<file path="src/rtl/lfsr_gen.sv">
// Parameterisable Fibonacci/Galois LFSR with all-zero lockup recovery
// and measurement of the period of the sequence it is running.
module lfsr_gen #(
    parameter int              WIDTH        = 8,
    parameter logic [WIDTH-1:0] TAPS        = 8'hB8,
    parameter int              MODE         = 0,
    parameter logic [WIDTH-1:0] DEFAULT_SEED = 1
) (
    input  logic             clk,
    input  logic             reset,
    input  logic             load,
    input  logic [WIDTH-1:0] seed,
    input  logic             enable,
    output logic [WIDTH-1:0] result,
    output logic             lockup,
    output logic             period_done,
    output logic [WIDTH-1:0] period
);

    typedef enum logic {
        ST_RUN  = 1'b0,
        ST_LOCK = 1'b1
    } state_t;

    state_t           r_state,       w_state_nxt;
    logic [WIDTH-1:0] r_result,      w_result_nxt;
    logic [WIDTH-1:0] r_start,       w_start_nxt;
    logic [WIDTH-1:0] r_step_cnt,    w_step_cnt_nxt;
    logic [WIDTH-1:0] r_period,      w_period_nxt;
    logic             r_period_done, w_period_done_nxt;

    logic [WIDTH-1:0] w_step;
    logic [WIDTH-1:0] w_cnt_inc;

    always_comb begin
        if (MODE == 0) begin
            w_step = {r_result[WIDTH-2:0], ^(r_result & TAPS)};
        end else begin
            w_step = (r_result << 1) ^ (r_result[WIDTH-1] ? TAPS : '0);
        end
    end

    assign w_cnt_inc = (r_step_cnt == '1) ? r_step_cnt : r_step_cnt + WIDTH'(1);

    always_comb begin
        // NOTE: every next-state value gets a default first so no path leaves
        // it unassigned; otherwise synthesis infers a latch.
        w_result_nxt      = r_result;
        w_start_nxt       = r_start;
        w_step_cnt_nxt    = r_step_cnt;
        w_period_nxt      = r_period;
        w_period_done_nxt = 1'b0;

        if (load) begin
            w_result_nxt = seed;
            if (seed != '0) begin
                w_start_nxt    = seed;
                w_step_cnt_nxt = '0;
            end
        end else if (enable) begin
            if (r_state == ST_LOCK) begin
                w_result_nxt   = DEFAULT_SEED;
                w_start_nxt    = DEFAULT_SEED;
                w_step_cnt_nxt = '0;
            end else begin
                w_result_nxt = w_step;
                if (w_step == r_start) begin
                    w_period_done_nxt = 1'b1;
                    w_period_nxt      = w_cnt_inc;
                    w_step_cnt_nxt    = '0;
                end else begin
                    w_step_cnt_nxt = w_cnt_inc;
                end
            end
        end

        // LOCK tracks the register contents, so a bad tap mask that steps
        // into zero is also caught and recovered.
        w_state_nxt = (w_result_nxt == '0) ? ST_LOCK : ST_RUN;
    end

    // NOTE: sequential state uses non-blocking assignments so every register
    // samples the pre-edge values, independent of statement order.
    always_ff @(posedge clk) begin
        if (reset) begin
            r_state       <= ST_RUN;
            r_result      <= DEFAULT_SEED;
            r_start       <= DEFAULT_SEED;
            r_step_cnt    <= '0;
            r_period      <= '0;
            r_period_done <= 1'b0;
        end else begin
            r_state       <= w_state_nxt;
            r_result      <= w_result_nxt;
            r_start       <= w_start_nxt;
            r_step_cnt    <= w_step_cnt_nxt;
            r_period      <= w_period_nxt;
            r_period_done <= w_period_done_nxt;
        end
    end

    assign result      = r_result;
    assign lockup      = (r_state == ST_LOCK);
    assign period_done = r_period_done;
    assign period      = r_period;

endmodule

</file>
<file path="config.mk">
export PLATFORM = sky130hd
export DESIGN_NAME = lfsr_gen
export DESIGN_NICKNAME = d
export VERILOG_FILES = /design/src/rtl/lfsr_gen.sv
export SDC_FILE = /design/constraint.sdc
export NUM_CORES = 1
export LEC_CHECK = 0
export ABC_AREA = 1
export CAP_MARGIN = 20
export CELL_PAD_IN_SITES_DETAIL_PLACEMENT = 1
export CELL_PAD_IN_SITES_GLOBAL_PLACEMENT = 1
export CORE_MARGIN = 4
export CORE_UTILIZATION = 36
export DETAILED_ROUTE_END_ITERATION = 7
export PLACE_DENSITY_LB_ADDON = 0.1
export SETUP_SLACK_MARGIN = 0.4
export SYNTH_ARGS = -nofsm -noshare
export SYNTH_HDL_FRONTEND = slang
export SYNTH_SLANG_ARGS = --single-unit
</file>
<file path="constraint.sdc">
create_clock -name clk -period 1.7 [get_ports clk]
set_input_delay 0.255 -clock clk [delete_from_list [all_inputs] [get_ports clk]]
set_output_delay 0.255 -clock clk [all_outputs]
set_load 0.05 [all_outputs]
</file>
## Yosys cells after proc, flatten, opt, wreduce, memory -nomap -nowiden

Index checks and enable logic that the tools add are counted.

| word-level totals | value |
|---|---|
| register bits | 34 |
| input port bits | 12 |
| output and inout bits | 18 |
| word-level logic and storage cells | 37 |

| cells by class | value |
|---|---|
| add/sub/neg operators | 1 |
| eq/ne operators | 3 |
| multiplexer cells | 15 |
| bitwise operators | 3 |
| reductions and logical operators | 9 |

Operators by type and width:

| kind | number |
|---|---|
| $mux W8 | 13 |
| $add A8 B1 Y8 const B | 1 |
| $eq A8 B8 Y1 | 1 |
| $eq A8 B8 Y1 const B | 1 |
| $logic_not A8 Y1 | 1 |
| $reduce_bool A8 Y1 | 1 |
| $reduce_xor A8 Y1 | 1 |
| $reduce_and A4 Y1 | 1 |
| $reduce_bool A2 Y1 | 2 |
| $reduce_or A4 Y1 | 1 |
| $not A1 Y1 | 3 |
| $reduce_and A3 Y1 | 1 |
| $mux W1 | 2 |
| $ne A2 B1 Y1 const B | 1 |
| $reduce_and A2 Y1 | 1 |

## Logic depth before layout (Yosys ltp)

| logic depth | value |
|---|---|
| depth after elaboration | 6 |
| mapped depth | 12 |
| depth with buffers taken out | 11 |

## Worst setup path before layout

OpenSTA, ideal clock, no wires.

| path | value |
|---|---|
| path kind | flip-flop to flip-flop |
| start | reg r_result[3] (netlist: result[3]) |
| end | reg r_period[2] (netlist: period[2]) |
| setup time | 0.113 ns |
| data arrival time | 1.541 ns |
| required time | 1.587 ns |
| path slack | 0.046 ns |
| cell stages (with the launch flop) | 8 |
| buffers on the path | 1 |
| period minus slack after synthesis | 1.654 ns |
| cells stage by stage | dfxtp_1 xnor2_1 nand3_1 nor2_4 nand3_4 buf_6 nor2_1 nor2_1 |

| on the way | value |
|---|---|
| longest elaborated chain between the ends | 3 |

Ends and longest elaborated chain:

| what | line | source |
|---|---|---|
| start: declaration | 26 | `logic [WIDTH-1:0] r_result, w_result_nxt;` |
| start signal: assignment | 94 | `r_result <= w_result_nxt;` |
| $reduce_xor A8 Y1 | 37 | `w_step = {r_result[WIDTH-2:0], ^(r_result & TAPS)};` |
| $eq A8 B8 Y1 * | 67 | `if (w_step == r_start) begin` |
| $reduce_and A4 Y1 (no source line) * | n/a |  |
| end signal: assignment | 97 | `r_period <= w_period_nxt;` |
| end: declaration | 29 | `logic [WIDTH-1:0] r_period, w_period_nxt;` |

Mark *: on every way between the ends. The rest lies on a longest branch, timed or not.
A chain may end at the register's enable or synchronous reset.

## Worst setup path in the final report

| path | value |
|---|---|
| start | reg r_result[5] (netlist: result[5]) |
| end | reg r_step_cnt[7] |

| on the way | value |
|---|---|
| longest elaborated chain between the ends | 6 |

Ends and longest elaborated chain:

| what | line | source |
|---|---|---|
| $reduce_xor A8 Y1 | 37 |  |
| $eq A8 B8 Y1 * | 67 |  |
| $mux W8 * | 67 |  |
| $mux W8 * | 61 | `if (r_state == ST_LOCK) begin` |
| $mux W8 * | 60 | `end else if (enable) begin` |
| $mux W8 * | 54 | `if (load) begin` |
| end signal: assignment | 96 | `r_step_cnt <= w_step_cnt_nxt;` |
| end: declaration | 28 | `logic [WIDTH-1:0] r_step_cnt, w_step_cnt_nxt;` |

Mark *: on every way between the ends. The rest lies on a longest branch, timed or not. The select of a mux whose other input is x is not followed.

==> flow_results.xml <==
<?xml version="1.0" encoding="UTF-8"?>
<metrics>
  <group name="grt">
    <metric name="antenna_found_initial" unit="">0</metric>
    <metric name="global_route.overflow_total" unit="">0</metric>
    <metric name="grt_max_degree" unit="">20</metric>
    <metric name="global_route_wire_length_before_repair" unit="microns">9750</metric>
    <metric name="first_global_vias" unit="">2055</metric>
    <metric name="grt.total_usage" unit="">0.202</metric>
  </group>
  <group name="worst_setup_path">
    <metric name="r2r_slack" unit="ns">0.21</metric>
    <metric name="crit_path_start_kind" unit="">flop</metric>
    <metric name="arrival_time_of_the_worst_setup_path" unit="ns">1.67</metric>
    <metric name="worst_setup_end_kind" unit="">flop</metric>
    <metric name="critical_path.startpoint" unit="">result[5]</metric>
    <metric name="length_in_cells_of_the_worst_reg_to_reg_path" unit="">10</metric>
    <metric name="timing.rr.start" unit="">result[5]</metric>
    <metric name="worst-path-max-fanout" unit="">8</metric>
    <metric name="crit-reg2reg-capture" unit="">r_step_cnt[7]</metric>
    <metric name="required" unit="ns">1.88</metric>
    <metric name="timing.setup.critical_path_class" unit="">reg2reg</metric>
  </group>
  <group name="hold_path">
    <metric name="worst_hold_path_type" unit="">in2reg</metric>
    <metric name="hold_depth" unit="">3</metric>
    <metric name="min_from" unit="">seed[5]</metric>
    <metric name="worst_hold_path.endpoint" unit="">r_start[5]</metric>
  </group>
  <group name="synth">
    <metric name="yosysSeqAreaShare" unit="">0.383</metric>
    <metric name="avgSynthCellArea" unit="sq um">6.42</metric>
    <metric name="yosys-top-cells-area" unit="">sky130_fd_sc_hd__dfxtp_1 38%, sky130_fd_sc_hd__nand2_1 19%, sky130_fd_sc_hd__inv_1 8.2%, sky130_fd_sc_hd__nor2_1 7.4%, sky130_fd_sc_hd__a21oi_1 6.8%</metric>
    <metric name="netlist_area" unit="sq um">1780</metric>
    <metric name="synth.top_cell.area_share" unit="">0.383</metric>
    <metric name="yosys_most_used_dff" unit="">sky130_fd_sc_hd__dfxtp_1</metric>
    <metric name="ys_seq_elements" unit="">34</metric>
    <metric name="number_of_enable_flip_flop_cells_after_synthesis" unit="">0</metric>
    <metric name="postSynthCellCount" unit="">277</metric>
    <metric name="synth_cell_type_count" unit="">27</metric>
    <metric name="yosysTopAreaCell" unit="">sky130_fd_sc_hd__dfxtp_1</metric>
    <metric name="yosysWarningCount" unit="">0</metric>
    <metric name="mappedNetlistNets" unit="">290</metric>
    <metric name="synth_async_sr_flop_share" unit="">0</metric>
  </group>
  <group name="layout">
    <metric name="final_core_util" unit="">0.569</metric>
    <metric name="final.fill_count" unit="">606</metric>
    <metric name="antennaDiodeCount" unit="">0</metric>
    <metric name="seqCellArea" unit="sq um">726</metric>
    <metric name="finalInstanceArea" unit="sq um">2710</metric>
    <metric name="area_of_the_multi_input_gates" unit="sq um">1120</metric>
    <metric name="finalNonFillerCells" unit="">405</metric>
    <metric name="post_route_cells_drive_above_1_share" unit="">0.385</metric>
    <metric name="layout-area-overhead-vs-synth" unit="%">52.2</metric>
    <metric name="nNetsFinal" unit="">350</metric>
  </group>
  <group name="floorplan">
    <metric name="top_level_ports" unit="">30</metric>
    <metric name="design.core.area" unit="sq um">4750</metric>
    <metric name="placement_rows" unit="">25</metric>
    <metric name="die_width" unit="microns">78.3</metric>
    <metric name="initial_utilization" unit="">0.374</metric>
    <metric name="die_area" unit="sq um">6130</metric>
    <metric name="die-height" unit="microns">78.3</metric>
  </group>
  <group name="clock_tree">
    <metric name="clockBufferDepth" unit="">2</metric>
    <metric name="htree_levels" unit="">2</metric>
    <metric name="path_clk_slew" unit="ns">0.08</metric>
    <metric name="clkLatencyLatePin" unit="ns">0.29</metric>
    <metric name="tritoncts_num_sinks" unit="">34</metric>
    <metric name="cts_made_buffers" unit="">5</metric>
    <metric name="cts_root_buffer" unit="">sky130_fd_sc_hd__clkbuf_8</metric>
    <metric name="cts_tree" unit="">yes</metric>
  </group>
  <group name="place">
    <metric name="place.detailed.hpwl" unit="microns">3900</metric>
    <metric name="gp_routability_congestion" unit="">0.764</metric>
    <metric name="dpl.cell_count" unit="">375</metric>
    <metric name="placed_cell_area" unit="sq um">2180</metric>
    <metric name="number_of_port_buffers" unit="">29</metric>
  </group>
  <group name="routing">
    <metric name="firstDrtPassIters" unit="">4</metric>
    <metric name="route.vias.total" unit="">1897</metric>
    <metric name="detailedRoute.firstIterationViolations" unit="">76</metric>
    <metric name="antenna_violating_nets_post_route" unit="">0</metric>
    <metric name="postRouteWirelength" unit="microns">6000</metric>
    <metric name="post_drt_via_cell_ratio" unit="">4.68</metric>
    <metric name="routedWlPerCell" unit="microns">14.8</metric>
    <metric name="detail_route.drc_violations" unit="">0</metric>
  </group>
  <group name="sta">
    <metric name="rsz0062_at_grt" unit="">true</metric>
    <metric name="period_minus_ws_final" unit="ns">1.49</metric>
    <metric name="max_freq" unit="MHz">669</metric>
    <metric name="number_of_hold_violations_in_the_final_report" unit="">0</metric>
    <metric name="max_slew_margin" unit="">0.778</metric>
    <metric name="slew_violations" unit="">0</metric>
    <metric name="max_slew.worst_pin.slew" unit="ns">0.329</metric>
    <metric name="setup-violations-final" unit="">0</metric>
    <metric name="finalClockSkew" unit="ns">0.0117</metric>
    <metric name="portion_of_the_clock_cycle_consumed_by_the_worst_path_in_the_final_layout" unit="">0.879</metric>
  </group>
  <group name="status">
    <metric name="run_status" unit="">finished clean</metric>
  </group>
  <group name="power">
    <metric name="power_density" unit="nW/um^2">790</metric>
    <metric name="static-leakage-power" unit="nW">1.28</metric>
    <metric name="peak_supply_drop" unit="uV">485</metric>
  </group>
  <group name="run">
    <metric name="maxCapViolations" unit="">0</metric>
  </group>
</metrics>
## layout by cell type (no fill, tap or decap), types with 2 or more instances in the layout
cell type	count
sky130_fd_sc_hd__o211ai_1	2
sky130_fd_sc_hd__a21oi_2	3
sky130_fd_sc_hd__inv_2	8
sky130_fd_sc_hd__dfxtp_1	18
sky130_fd_sc_hd__inv_1	31
sky130_fd_sc_hd__dlygate4sd2_1	2
sky130_fd_sc_hd__xor2_1	2
sky130_fd_sc_hd__nand2_2	17
sky130_fd_sc_hd__clkbuf_8	5
sky130_fd_sc_hd__a21oi_1	18
sky130_fd_sc_hd__nand3_1	8
sky130_fd_sc_hd__nand3_4	3
sky130_fd_sc_hd__dfxtp_4	10
sky130_fd_sc_hd__nor2_4	5
sky130_fd_sc_hd__dlymetal6s2s_1	8
sky130_fd_sc_hd__nor2_2	11
sky130_fd_sc_hd__nor2_1	24
sky130_fd_sc_hd__xnor2_1	5
sky130_fd_sc_hd__nand2_4	3
sky130_fd_sc_hd__nand4_1	2
sky130_fd_sc_hd__o21ai_0	2
sky130_fd_sc_hd__buf_4	45
sky130_fd_sc_hd__a21oi_4	3
sky130_fd_sc_hd__o21ai_1	5
sky130_fd_sc_hd__dfxtp_2	6
sky130_fd_sc_hd__nand3_2	2
sky130_fd_sc_hd__nand2_1	76
## layer usage
metal | part of all wire | track usage
met2 | 0.49 | 0.342
met3 | 0.030 | 0.0436
met4 | 0.013 | 0.0664
met1 | 0.47 | 0.255
met5 | 0 | 0
## report_power, final
| group | internal [W] | switching (W) |
|---|---|---|
| registers | 0.000819 | 0.0000304 |
| clock network | 0.000529 | 0.000330 |
| logic | 0.000166 | 0.000263 |
| total | 0.00151 | 0.000624 |
## worst max-delay path, stage by stage, from the launching register on
cell,delay [ns]
sky130_fd_sc_hd__dfxtp_4,0.39
sky130_fd_sc_hd__inv_2,0.05
sky130_fd_sc_hd__nand2_2,0.06
sky130_fd_sc_hd__nand2_2,0.06
sky130_fd_sc_hd__nor2_4,0.12
sky130_fd_sc_hd__nand2_2,0.07
sky130_fd_sc_hd__nor2_4,0.23
sky130_fd_sc_hd__buf_4,0.17
sky130_fd_sc_hd__nand2_4,0.08
sky130_fd_sc_hd__nand2_1,0.09
sky130_fd_sc_hd__a21oi_2,0.05
## state kept, by name (all words and copies together), names as in the netlist
signal,flops
result,8
period_done,1
lockup,1
r_step_cnt,8
r_start,8
period,8
## repair_timing
| action | 4_1_cts | 5_1_grt |
|---|---|---|
| pin swaps | 20 | 21 |
| gates cloned | 2 | 0 |
| hold buffers | 0 | 0 |
| buffers inserted | 12 | 8 |
| setup endpoints to repair | 26 | 27 |
| gates resized for setup | 34 | 39 |
## per-stage QoR
| stage | power (W) | hold WS, ns | worst slack, ns | setup TNS (ns) |
|---|---|---|---|---|
| 2_1_floorplan | 0.00106 | 0.411 | 0.337 | 0 |
| 3_3_place_gp | 0.00118 | 0.464 | -0.0509 | -0.176 |
| 3_5_place_dp | 0.00118 | 0.469 | -0.112 | -0.355 |
| 4_1_cts | 0.00210 | 0.479 | 0.252 | 0 |
| 5_1_grt | 0.00224 | 0.309 | 0.0771 | 0 |
| 6_report | 0.00214 | 0.291 | 0.205 | 0 |
## worst max path at each step
| stage | end |
|---|---|
| after floorplan | period[3] |
| after global placement | period[6] |
| after detailed placement | lockup |
| after CTS | period[1] |
| after global routing | period[5] |
| final | r_step_cnt[7] |
## cell type report
type                       count  area share
clock buffer                   6      0.0347
timing repair buffer          57       0.179
inverter                      42      0.0601
sequential                    34       0.268
multi-input combinational    197       0.412
tap                           67      0.0310
clock inverter                 2      0.0143
## synth_stat cells (2+ instances only)
master	number
sky130_fd_sc_hd__nand4_1	2
sky130_fd_sc_hd__inv_1	39
sky130_fd_sc_hd__xor2_1	2
sky130_fd_sc_hd__a21oi_1	24
sky130_fd_sc_hd__o211ai_1	2
sky130_fd_sc_hd__nor2_2	4
sky130_fd_sc_hd__nand2_2	5
sky130_fd_sc_hd__xnor2_1	5
sky130_fd_sc_hd__nand3_1	9
sky130_fd_sc_hd__nand2_1	91
sky130_fd_sc_hd__dfxtp_1	34
sky130_fd_sc_hd__clkinv_1	2
sky130_fd_sc_hd__buf_2	2
sky130_fd_sc_hd__o21ai_0	7
sky130_fd_sc_hd__nor2_1	35
sky130_fd_sc_hd__clkbuf_1	3
## logic make-up (layout without fill, tap and decap cells)
kind of cell             count (synthesis)  after routing  synth area share
adder cells (fa/ha/maj)                  1              1           0.00704
XOR/XNOR                                 7              7            0.0345
AND/OR/NAND/NOR                        150            152             0.356
AO/OA/AOI/OAI                           37             37             0.113
buffers and inverters                   48            107             0.107
flip-flops                              34             34             0.383
Note: power is estimated with default switching activity, not from simulation.
